$ cat src/rtl/apb_pkg.sv
// Shared APB definitions: bus widths, address alignment and the completer FSM state type.
package apb_pkg;
  localparam int APB_DW    = 32;
  localparam int APB_SW    = 4;
  localparam int APB_ALIGN = 2;

  typedef enum logic [1:0] {
    IDLE = 2'd0,
    WAIT = 2'd1,
    DONE = 2'd2
  } apb_state_t;
endpackage

$ cat src/rtl/apb_slave_regfile_if.sv
// APB bus bundle between master and completer. PSTRB exists only with APB_SLAVE_PSTRB_EN.
// Handshake: a transfer is a setup cycle (PSELx=1, PENABLE=0) followed by access cycles
// (PSELx=1, PENABLE=1) that complete on the cycle where PREADY=1; PSLVERR/PRDATA are valid only then.
interface apb_slave_regfile_if;
  import apb_pkg::*;

  logic              PSELx;
  logic              PENABLE;
  logic              PWRITE;
  logic [APB_DW-1:0] PADDR;
  logic [APB_DW-1:0] PWDATA;
`ifdef APB_SLAVE_PSTRB_EN
  logic [APB_SW-1:0] PSTRB;
`endif
  logic [APB_DW-1:0] PRDATA;
  logic              PREADY;
  logic              PSLVERR;

  modport master (
    output PSELx, PENABLE, PWRITE, PADDR, PWDATA,
`ifdef APB_SLAVE_PSTRB_EN
    output PSTRB,
`endif
    input  PRDATA, PREADY, PSLVERR
  );

  modport slave (
    input  PSELx, PENABLE, PWRITE, PADDR, PWDATA,
`ifdef APB_SLAVE_PSTRB_EN
    input  PSTRB,
`endif
    output PRDATA, PREADY, PSLVERR
  );
endinterface

$ cat src/rtl/apb_slave_regfile_decode.sv
// Combinational address decode for the register file: word index plus error qualifiers.
module apb_slave_decode
  import apb_pkg::*;
#(
  parameter int NUM_REGS = 16,
  parameter int RO_INDEX = NUM_REGS - 1,
  parameter int AW       = $clog2(NUM_REGS)
) (
  input  logic [APB_DW-1:0] i_paddr,
  output logic [AW-1:0]     o_index,
  output logic              o_out_of_range,
  output logic              o_misaligned,
  output logic              o_ro_hit
);
  assign o_index        = i_paddr[APB_ALIGN +: AW];
  assign o_out_of_range = |i_paddr[APB_DW-1:APB_ALIGN+AW];
  assign o_misaligned   = |i_paddr[APB_ALIGN-1:0];
  assign o_ro_hit       = (o_index == AW'(RO_INDEX)) && !o_out_of_range;
endmodule

$ cat src/rtl/apb_slave_regfile.sv
// APB completer with NUM_REGS 32-bit registers, WAIT_STATES access wait cycles and a read-only
// status slot. Byte-lane writes are enabled by defining APB_SLAVE_PSTRB_EN.
module apb_slave_regfile
  import apb_pkg::*;
#(
  parameter int NUM_REGS    = 16,
  parameter int WAIT_STATES = 0,
  parameter int RO_INDEX    = NUM_REGS - 1
) (
  input  logic                     PCLK,
  input  logic                     PRESET,
  apb_slave_regfile_if.slave       apb,
  input  logic [APB_DW-1:0]        STATUS_IN,
  output logic [32*NUM_REGS-1:0]   REGS_OUT,
  output apb_state_t               o_dbg_state
);
  localparam int AW = $clog2(NUM_REGS);

  logic [APB_DW-1:0] r_regs [NUM_REGS];
  apb_state_t        r_state;
  logic [3:0]        r_cnt;
  logic [AW-1:0]     r_idx;
  logic              r_err;
  logic              r_write;
  logic              r_pready;
  logic              r_pslverr;
  logic [APB_DW-1:0] r_prdata;

  logic [AW-1:0]     w_idx;
  logic              w_oor;
  logic              w_mis;
  logic              w_ro;
  logic              w_err;
  logic              w_setup;
  logic              w_commit;
  logic [APB_DW-1:0] w_live_rd;
  logic [APB_DW-1:0] w_lat_rd;
  logic [APB_DW-1:0] w_wmask;

  apb_slave_decode #(
    .NUM_REGS (NUM_REGS),
    .RO_INDEX (RO_INDEX),
    .AW       (AW)
  ) u_decode (
    .i_paddr        (apb.PADDR),
    .o_index        (w_idx),
    .o_out_of_range (w_oor),
    .o_misaligned   (w_mis),
    .o_ro_hit       (w_ro)
  );

  assign w_err     = w_mis | w_oor | (apb.PWRITE & w_ro);
  assign w_setup   = apb.PSELx & !apb.PENABLE;
  assign w_live_rd = (w_idx == AW'(RO_INDEX)) ? STATUS_IN : r_regs[w_idx];
  assign w_lat_rd  = (r_idx == AW'(RO_INDEX)) ? STATUS_IN : r_regs[r_idx];
  // Registered PREADY/PSLVERR qualify the commit, so a write lands only on the completing edge.
  assign w_commit  = apb.PSELx & apb.PENABLE & apb.PWRITE & r_pready & !r_pslverr;

  always_comb begin
    w_wmask = '1;
`ifdef APB_SLAVE_PSTRB_EN
    for (int b = 0; b < APB_SW; b++) begin
      w_wmask[8*b +: 8] = {8{apb.PSTRB[b]}};
    end
`endif
  end

  always_ff @(posedge PCLK or posedge PRESET) begin
    if (PRESET) begin
      r_state   <= IDLE;
      r_cnt     <= '0;
      r_idx     <= '0;
      r_err     <= 1'b0;
      r_write   <= 1'b0;
      r_pready  <= 1'b0;
      r_pslverr <= 1'b0;
      r_prdata  <= '0;
    end else begin
      case (r_state)
        IDLE: begin
          r_pready  <= 1'b0;
          r_pslverr <= 1'b0;
          r_prdata  <= '0;
          if (w_setup) begin
            r_idx   <= w_idx;
            r_err   <= w_err;
            r_write <= apb.PWRITE;
            if (WAIT_STATES == 0) begin
              r_state   <= DONE;
              r_pready  <= 1'b1;
              r_pslverr <= w_err;
              r_prdata  <= (!apb.PWRITE && !w_err) ? w_live_rd : '0;
            end else begin
              r_state <= WAIT;
              r_cnt   <= 4'(WAIT_STATES);
            end
          end
        end
        WAIT: begin
          if (!apb.PSELx) begin
            r_state <= IDLE;
          end else if (r_cnt == 4'd1) begin
            r_state   <= DONE;
            r_pready  <= 1'b1;
            r_pslverr <= r_err;
            r_prdata  <= (!r_write && !r_err) ? w_lat_rd : '0;
          end else begin
            r_cnt <= r_cnt - 4'd1;
          end
        end
        default: begin
          r_state   <= IDLE;
          r_pready  <= 1'b0;
          r_pslverr <= 1'b0;
          r_prdata  <= '0;
        end
      endcase
    end
  end

  always_ff @(posedge PCLK or posedge PRESET) begin
    if (PRESET) begin
      for (int i = 0; i < NUM_REGS; i++) begin
        r_regs[i] <= '0;
      end
    end else if (w_commit) begin
      r_regs[r_idx] <= (r_regs[r_idx] & ~w_wmask) | (apb.PWDATA & w_wmask);
    end
  end

  for (genvar g = 0; g < NUM_REGS; g++) begin : g_regs_out
    assign REGS_OUT[32*g +: 32] = r_regs[g];
  end

  assign apb.PREADY  = r_pready;
  assign apb.PSLVERR = r_pslverr;
  assign apb.PRDATA  = r_prdata;
  assign o_dbg_state = r_state;
endmodule

$ cat src/flat_wrapper.sv
// flat-port wrapper written by rule: the top's interface ports become plain ports
module apb_slave_regfile_flat import apb_pkg::*;
#(
  parameter int NUM_REGS    = 16,
  parameter int WAIT_STATES = 0,
  parameter int RO_INDEX    = NUM_REGS - 1
)
  (PCLK, PRESET, STATUS_IN, REGS_OUT, o_dbg_state, apb_PSELx, apb_PENABLE, apb_PWRITE, apb_PADDR, apb_PWDATA, apb_PRDATA, apb_PREADY, apb_PSLVERR);
  apb_slave_regfile_if apb_i ();
  input  logic PCLK;
  input  logic PRESET;
  input  logic [APB_DW-1:0] STATUS_IN;
  output logic [32*NUM_REGS-1:0] REGS_OUT;
  output apb_state_t o_dbg_state;
  input wire logic [$bits(apb_i.PSELx)-1:0] apb_PSELx;
  input wire logic [$bits(apb_i.PENABLE)-1:0] apb_PENABLE;
  input wire logic [$bits(apb_i.PWRITE)-1:0] apb_PWRITE;
  input wire logic [$bits(apb_i.PADDR)-1:0] apb_PADDR;
  input wire logic [$bits(apb_i.PWDATA)-1:0] apb_PWDATA;
  output wire logic [$bits(apb_i.PRDATA)-1:0] apb_PRDATA;
  output wire logic [$bits(apb_i.PREADY)-1:0] apb_PREADY;
  output wire logic [$bits(apb_i.PSLVERR)-1:0] apb_PSLVERR;
  assign apb_i.PSELx = apb_PSELx;
  assign apb_i.PENABLE = apb_PENABLE;
  assign apb_i.PWRITE = apb_PWRITE;
  assign apb_i.PADDR = apb_PADDR;
  assign apb_i.PWDATA = apb_PWDATA;
  assign apb_PRDATA = apb_i.PRDATA;
  assign apb_PREADY = apb_i.PREADY;
  assign apb_PSLVERR = apb_i.PSLVERR;
  apb_slave_regfile #(.NUM_REGS(NUM_REGS), .WAIT_STATES(WAIT_STATES), .RO_INDEX(RO_INDEX)) u_core (.PCLK(PCLK), .PRESET(PRESET), .apb(apb_i), .STATUS_IN(STATUS_IN), .REGS_OUT(REGS_OUT), .o_dbg_state(o_dbg_state));
endmodule
$ cat config.mk
export PLATFORM = sky130hd
export DESIGN_NAME = apb_slave_regfile_flat
export DESIGN_NICKNAME = d
export VERILOG_FILES = /design/src/rtl/apb_pkg.sv /design/src/rtl/apb_slave_regfile_if.sv /design/src/rtl/apb_slave_regfile_decode.sv /design/src/rtl/apb_slave_regfile.sv /design/src/flat_wrapper.sv
export SDC_FILE = /design/constraint.sdc
export NUM_CORES = 1
export LEC_CHECK = 0
export CAP_MARGIN = 10
export CORE_AREA = 4 4 254 256
export DETAILED_ROUTE_END_ITERATION = 6
export DIE_AREA = 0 0 258 260
export GPL_TIMING_DRIVEN = 0
export HOLD_SLACK_MARGIN = 0.06
export PLACE_DENSITY = 0.66
export SYNTH_ARGS = -nofsm -noshare
export SYNTH_HDL_FRONTEND = slang
export SYNTH_SLANG_ARGS = --single-unit
$ cat constraint.sdc
create_clock -name PCLK -period 24.7 [get_ports PCLK]
set_clock_uncertainty 0.2 [all_clocks]
set_input_delay 3.705 -clock PCLK [delete_from_list [all_inputs] [get_ports PCLK]]
set_output_delay 3.705 -clock PCLK [all_outputs]
set_load 0.05 [all_outputs]
==> run metrics <==
status=complete, no violations; DR iter-0 viols=1112; VDD IR-drop max=0.0489 mV; H-tree Lvls=2; fin cells=3120; FFs w/ async S/R, synth=100%; first-pass GRT wire length=137000 µm; Overflow after GRT=0; final worst path period share=26.7%; reg2reg start=u_core.o_dbg_state[1]; synthesis-to-layout area growth=39.7%; Worst-path clk slew=0.06 ns; crit end category=register; Routed Wire Length=97300 µm; Gate Count Post-Synth=1506; std cell rows=92; slew at the pin closest to its max-slew limit=1.09 ns; die width=258 µm; final hold viol count=0; fmax=152 MHz; CTS tree=built; number of flops mapped to enable cells by yosys=0; post-DP HPWL=72400 µm; post-DR wirelength/cell=31.2 µm; area of the multi-input gates=9960 µm²; postcts setup bufs=0; worst hold start=u_core.o_dbg_state[1]; Pre-antenna DRT Iters=5; vias=17167; synth warn=0; worst rel slew slack=27.6%; register area share after synthesis=56.5%; mapped cell area=24400 µm²; WP data arrival=6.96 ns; RSZ-0062 raised after global routing=no; Num CTS Buffers=59; worst path required time=25.06 ns; PD cells=70.8 nW/µm²; Setup Crit Path Kind=in2reg; core box area=62500 µm²; Tot Pwr=0.00242 W; syn avg cell area=16.2 µm²; Worst Setup SP=apb_PADDR[5]; IO Count=649; chip height=260 µm; final antenna-violating net count=0; DIE AREA=67100 µm²; port buffer count=645; antenna violations before repair=5; # setup viols final=0; vias in the first global route=18071; # resized after CTS=0; Max Root-Sink Buffers=3; DR vias/cell=5.50; pre-CTS WS=17.52 ns; Hold Crit Class=reg2reg; Clock Sinks=551; pin count of the biggest net entering global routing=129; crit path time final=6.60 ns; Worst-Skew Late Latency=0.62 ns; share of layout cells above drive strength 1=33.9%; prevailing post-synth register cell=dfrtp_1; # DRC=0; Initial Util=39.1%; Synth Register Bits=551; crit-path max FO=10; Max Cap Viol=0; Layout Nets=2318; Hold-fix buffers, CTS=0; leakage=15.6 nW; Distinct cells, synth=36; clk root buf=clkbuf_16; Sequential Area=13800 µm²; worst setup margin=18.10 ns; max-slew violations=0; Worst setup SP type=primary input; overall global routing resource usage=28.3%; Inst Count DP=3002; Routability Congestion=0.858; Fillers=5208; syn nets=1607
## placed cells by master (no fill, tap or decap), types with 32 or more instances in the layout
master,netlist,layout
clkbuf_1,48,57
mux2_1,75,75
clkdlybuf4s50_1,0,645
buf_2,74,74
clkbuf_16,0,61
mux2_2,441,441
mux2i_1,32,32
dfrtp_1,551,551
mux4_2,128,128
## worst paths after layout
kind,end,cells past startpoint,slack (ns)
worst max-delay path,u_core.apb.PRDATA[10],8,18.10
worst min-delay path,u_core.o_dbg_state[1],1,0.29
worst max register to register,u_core.apb.PRDATA[17],5,21.70
worst min register to register,u_core.o_dbg_state[1],1,0.29
max in group asynchronous,u_core.REGS_OUT[462],4,19.21
min in group asynchronous,u_core.REGS_OUT[314],2,3.37
## sequential cells by signal, indices dropped and copies added, names as in the netlist
name                flops
u_core.REGS_OUT       512
u_core.apb.PRDATA      32
u_core.r_idx            4
u_core.apb.PREADY       1
u_core.apb.PSLVERR      1
u_core.o_dbg_state      1
## per-stage QoR
step | area, µm² | util [%] | hold slack, ns | setup TNS (ns)
after global routing | 34100 | 54.6 | 0.324 | 0
after detailed placement | 32100 | 51.3 | 0.284 | 0
after CTS | 34100 | 54.6 | 0.296 | 0
final | 34100 | 54.6 | 0.291 | 0
after floorplan | 24400 | - | 0.331 | 0
after global placement | 31900 | 51.1 | 0.264 | -494.43
## cells in the mapped netlist, types with 3 or more instances
master / instances / area [µm²]
a21oi_1: 31 / 155
clkbuf_1: 48 / 180
mux4_2: 128 / 2880
mux2i_1: 32 / 320
nor4_1: 7 / 43.8
dfrtp_1: 551 / 13800
mux2_2: 441 / 4970
a22o_1: 31 / 272
nand2b_1: 4 / 25.0
buf_4: 5 / 37.5
o22ai_1: 31 / 194
nor2_1: 10 / 37.5
buf_6: 6 / 67.6
nand4_1: 3 / 18.8
mux2_1: 75 / 845
buf_2: 74 / 370
nand2_1: 3 / 11.3
## layer usage
metal / global-route usage (%) / vias to the layer above / share of wire, %
li1: - / 7134 / -
met5: 0 / - / 0
met1: 36.2 / 9170 / 40
met4: 8.68 / 0 / 3.1
met3: 7.61 / 136 / 7.9
met2: 47.4 / 727 / 49
## power breakdown
part	leakage [nW]	total, W	switching (W)	internal, W
Clock	1.00	0.000921	0.000378	0.000543
Combinational	6.95	0.000493	0.000318	0.000175
Sequential	7.63	0.00100	0.0000460	0.000956
Total	15.6	0.00242	0.000742	0.00167
## cells by family after synthesis
kind of cell | Yosys count | synth area share [%]
AOI/OAI and AO/OA | 96 | 2.65
buffers and inverters | 136 | 2.73
DFF | 551 | 56.5
muxes | 676 | 36.9
other | 1 | 0.0154
and+or+nand+nor | 46 | 1.21
## cell type report
| class | count | share of cell area [%] |
|---|---|---|
| clock buffers | 87 | 5.26 |
| well taps | 846 | 3.10 |
| clock inverters | 24 | 0.704 |
| diodes | 7 | 0.0513 |
| plain buffers | 135 | 1.94 |
| flip-flops and latches | 551 | 40.4 |
| multi-input cells | 819 | 29.2 |
| repair buffers | 650 | 19.3 |
| inverters | 1 | 0.0330 |
## worst max-delay path, cell delays in order
cell,delay (ns)
clkdlybuf4s50_1,0.50
clkbuf_1,0.47
or2_2,0.20
buf_1,0.29
clkbuf_1,0.85
o22ai_1,0.38
a21oi_1,0.36
a22o_1,0.18
Power figures use the tool's default switching activity.
